[config.mk]
export PLATFORM = sky130hd
export DESIGN_NAME = div_unit
export DESIGN_NICKNAME = d
export VERILOG_FILES = /design/src/rtl/div_unit.sv
export SDC_FILE = /design/constraint.sdc
export NUM_CORES = 1
export LEC_CHECK = 0
export BUFFER_PORTS_ARGS = -buffer_cell sky130_fd_sc_hd__buf_2
export CAP_MARGIN = 15
export CORE_ASPECT_RATIO = 0.75
export CORE_MARGIN = 3
export CORE_UTILIZATION = 55
export DETAILED_ROUTE_END_ITERATION = 8
export PLACE_DENSITY = 0.87
export SLEW_MARGIN = 40
export SYNTH_ARGS = -nofsm -noshare
export SYNTH_HDL_FRONTEND = slang
export SYNTH_SLANG_ARGS = --single-unit
export TNS_END_PERCENT = 30
[constraint.sdc]
create_clock -name clk -period 9.4 [get_ports clk]
set_input_delay 0.94 -clock clk [delete_from_list [all_inputs] [get_ports clk]]
set_output_delay 0.94 -clock clk [all_outputs]
set_load 0.005 [all_outputs]
[src/rtl/div_unit.sv]
// Sequential signed 32-bit restoring divider for the multicycle datapath.
// Quotient lands in LO, remainder in HI, completion signalled on DivStop.
module div_unit (
  input  logic        clk,
  input  logic        reset,
  input  logic        DivCtrl,
  input  logic [31:0] A,
  input  logic [31:0] B,
  output logic [31:0] HI,
  output logic [31:0] LO,
  output logic        DivStop,
  output logic        DivZero,
  output logic        DivBusy
);

  typedef enum logic [1:0] {
    IDLE = 2'd0,
    RUN  = 2'd1,
    FIN  = 2'd2,
    ZERO = 2'd3
  } state_e;

  state_e      state_q, state_d;
  logic [4:0]  cnt_q, cnt_d;
  logic [31:0] rem_q, rem_d;
  logic [31:0] quo_q, quo_d;
  logic [31:0] dvs_q, dvs_d;
  logic        sa_q, sa_d;
  logic        sb_q, sb_d;
  logic [31:0] hi_q, hi_d;
  logic [31:0] lo_q, lo_d;
  logic        stop_q, stop_d;
  logic        zero_q, zero_d;

  logic [32:0] shl;
  logic [32:0] diff;
  logic        b_zero;

  assign b_zero = (B == 32'd0);

  // Remainder stays below the divisor, so 33 bits always hold the trial sign.
  assign shl  = {rem_q, quo_q[31]};
  assign diff = shl - {1'b0, dvs_q};

  always_ff @(posedge clk) begin
    if (!reset) begin
      state_q <= IDLE;
      cnt_q   <= '0;
      rem_q   <= '0;
      quo_q   <= '0;
      dvs_q   <= '0;
      sa_q    <= 1'b0;
      sb_q    <= 1'b0;
      hi_q    <= '0;
      lo_q    <= '0;
      stop_q  <= 1'b0;
      zero_q  <= 1'b0;
    end else begin
      state_q <= state_d;
      cnt_q   <= cnt_d;
      rem_q   <= rem_d;
      quo_q   <= quo_d;
      dvs_q   <= dvs_d;
      sa_q    <= sa_d;
      sb_q    <= sb_d;
      hi_q    <= hi_d;
      lo_q    <= lo_d;
      stop_q  <= stop_d;
      zero_q  <= zero_d;
    end
  end

  always_comb begin
    state_d = state_q;
    unique case (state_q)
      IDLE: begin
        if (DivCtrl) begin
          state_d = b_zero ? ZERO : RUN;
        end
      end
      RUN: begin
        if (cnt_q == 5'd31) begin
          state_d = FIN;
        end
      end
      FIN:     state_d = IDLE;
      ZERO:    state_d = IDLE;
      default: state_d = IDLE;
    endcase
  end

  always_comb begin
    cnt_d  = cnt_q;
    rem_d  = rem_q;
    quo_d  = quo_q;
    dvs_d  = dvs_q;
    sa_d   = sa_q;
    sb_d   = sb_q;
    hi_d   = hi_q;
    lo_d   = lo_q;
    stop_d = 1'b0;
    zero_d = 1'b0;
    unique case (state_q)
      IDLE: begin
        if (DivCtrl && !b_zero) begin
          quo_d = A[31] ? -A : A;
          dvs_d = B[31] ? -B : B;
          sa_d  = A[31];
          sb_d  = B[31];
          rem_d = '0;
          cnt_d = '0;
        end
      end
      RUN: begin
        if (!diff[32]) begin
          rem_d = diff[31:0];
          quo_d = {quo_q[30:0], 1'b1};
        end else begin
          rem_d = shl[31:0];
          quo_d = {quo_q[30:0], 1'b0};
        end
        cnt_d = cnt_q + 5'd1;
      end
      FIN: begin
        lo_d   = (sa_q ^ sb_q) ? -quo_q : quo_q;
        hi_d   = sa_q ? -rem_q : rem_q;
        stop_d = 1'b1;
      end
      ZERO: begin
        stop_d = 1'b1;
        zero_d = 1'b1;
      end
      default: ;
    endcase
  end

  assign HI      = hi_q;
  assign LO      = lo_q;
  assign DivStop = stop_q;
  assign DivZero = zero_q;
  assign DivBusy = (state_q != IDLE);

endmodule

==> flow_summary.toml <==
[critical_path]
rrSetupSlack_ns = 5.68
crit_type = "input pin to register"
cp_data_arrival_time_ns = 4.46
reg2reg_depth = 13
worst_setup_path_start_kind = "input pin"
endpoint_kind = "register"
crit_fanout = 67
critPathRequiredTime_ns = 9.76

[synthesis]
synth_ff_type = "dfxtp_1"
synth_most_common_cell = "nand2_1"
ys_seq_area_share_pct = 31.6
synth_area_sq_um = 10800
ys_warn_count = 0
avgSynthCellArea_sq_um = 8.16
synth-edff-count = 0
yosys.area.top_type_share_pct = 31.6
async_flop_share_pct = 0
syn-num-nets = 1434
yosys-top-cells-area = "dfxtp_1 32%, xor2_1 8.1%, o211a_1 7.7%"
synth_cell_types = 64
synthCells = 1328
ys_top_cells_by_count = "197 x nand2_1, 171 x dfxtp_1, 100 x xor2_1, 96 x o21ai_0, 83 x o211a_1"
ys_ff_latch = 171
synth_area_leader_cell = "dfxtp_1"

[outcome]
outcome = "finished clean"

[sta]
max_freq_mhz = 243
hold_viol = 0
relSlewSlack_pct = 46.1
drv_slew = 0
tightest_slew_ns = 0.808
skew_ns = 0.00907
min_period_ns = 4.11
period_share_pct = 43.7
rsz0062_at_grt = "no"
setup_viol = 0
fin_setup_tns_ns = 0

[place]
hpwl_mm = 21.2
routabilityCongestion = 0.931
place_inst = 1641
placed_area_sq_um = 11600
port_buffers = 133

[cts]
cts_hold_buf = 0
cts_setup_buffers = 0
tritoncts = "yes"
clkLatencyLatePin_ns = 0.44
cts_resized = 0
h-tree-depth = 4
cts_made_buffers = 17
clock-sinks = 171
root_buffer = "clkbuf_16"
clk_pin_slew_ns = 0.06
cts_buffer_depth = 2

[cells_and_area]
fillers = 1537
syn2layout_area_growth_pct = 12.9
instances_no_fill = 1673
finalNetCount = 1520
n_antenna_cell = 0
fin_area_sq_um = 12200
drive_gt1_share_pct = 13.6

[global_routing]
grt_overflow = 0
track_usage_pct = 26.2
grt_max_degree = 122
grt_pass1_wl_mm = 46.4
grt_pass1_vias = 9008
antenna_found_initial = 0

[route]
viasPerCell = 6.23
ant_nets = 0
first_pass_iters = 5
routed_wl_mm = 29.5
num_vias = 10400
drc = 0
drt_iter0_markers = 1556
routedWlPerCell_um = 17.6

[worst_hold_path]
min_path_type = "register to register"
hold-path-cell-count = 2

[power]
vdd.ir_drop.worst_mv = 0.136
p_leak_uw = 0.00594
p_total_uw = 1790
p_per_area_nw_per_um2 = 147

[run]
maxCapViolCount = 0

[floorplan]
die_y_um = 128
initial_core_util_pct = 57.4
io_pins = 134
die_x_um = 168
fp-row-count = 43
coreArea_sq_um = 18900
die_area_sq_um = 21400
per-layer routing:
metal | GRT usage [%] | up-vias | share of wire [%]
li1 | - | 4947 | -
met1 | 41.7 | 4864 | 47
met4 | 5.68 | 0 | 1.2
met2 | 35.7 | 570 | 40
met3 | 5.88 | 43 | 12
met5 | 0 | - | 0
placed cells by master (no fill, tap or decap), types with 18 or more instances in the layout:
cell type / instances
a21boi_0: 18
a21oi_1: 49
a221oi_1: 24
buf_2: 132
dfxtp_1: 170
ha_1: 38
inv_1: 54
mux2i_1: 28
nand2_1: 196
nand3_1: 23
nor2_1: 59
nor2b_1: 32
nor3_1: 20
o211a_1: 83
o21ai_0: 96
o31ai_1: 30
xnor2_1: 38
xor2_1: 99
metrics by stage:
stage	util [%]	setup slack, ns	hold slack, ns
CTS	64.7	5.40	0.481
finish	64.8	5.29	0.479
global placement	61.4	5.05	0.454
detailed placement	61.7	4.97	0.474
global route	64.8	5.06	0.498
floorplan	-	5.90	0.441
cells by family after synthesis:
kind of cell / Yosys count / share of synthesized area [%]
AOI/OAI and AO/OA: 393 / 26.6
DFF: 171 / 31.6
adders and majority gates: 39 / 4.57
xor gates and xnor gates: 138 / 11.2
and+or+nand+nor: 428 / 18.8
muxes: 28 / 2.59
buffers and inverters: 131 / 4.67
registers in the layout, summed over array words and instances (netlist names):
name,flops
HI,32
LO,32
dvs_q,32
quo_q,32
rem_q,32
cnt_q,5
state_q,2
DivStop,1
DivZero,1
sa_q,1
sb_q,1
critical path, stage by stage:
cell and delay [ns]:
buf_2 0.12, or4_1 0.56, or3_1 0.37, or3_1 0.37, nor2_1 0.38, a21oi_4 0.09
buf_4 0.34, nor2_2 0.58, buf_4 0.36, a22oi_1 0.11, a21boi_0 0.20
path summary, 6_finish.rpt:
kind,start,end
min reg2reg,HI[0],HI[0]
min,HI[0],HI[0]
max reg2reg,rem_q[0],rem_q[9]
max,B[17],quo_q[24]
power by group:
part	internal, uW	total, uW	switching (uW)	leakage (uW)
Clock	389	682	293	0.000266
Combinational	129	327	197	0.00428
Sequential	750	786	36.3	0.00139
layout make-up:
type / count / area (sq um) / share of cell area (%)
clock buffers: 20 / 437 / 3.57
flip-flops and latches: 171 / 3420 / 28.0
inverters: 54 / 203 / 1.66
well taps: 247 / 309 / 2.53
clock inverters: 11 / 124 / 1.01
repair buffers: 144 / 795 / 6.50
multi-input cells: 1026 / 6940 / 56.7
Note: power is estimated with default switching activity, not from simulation.
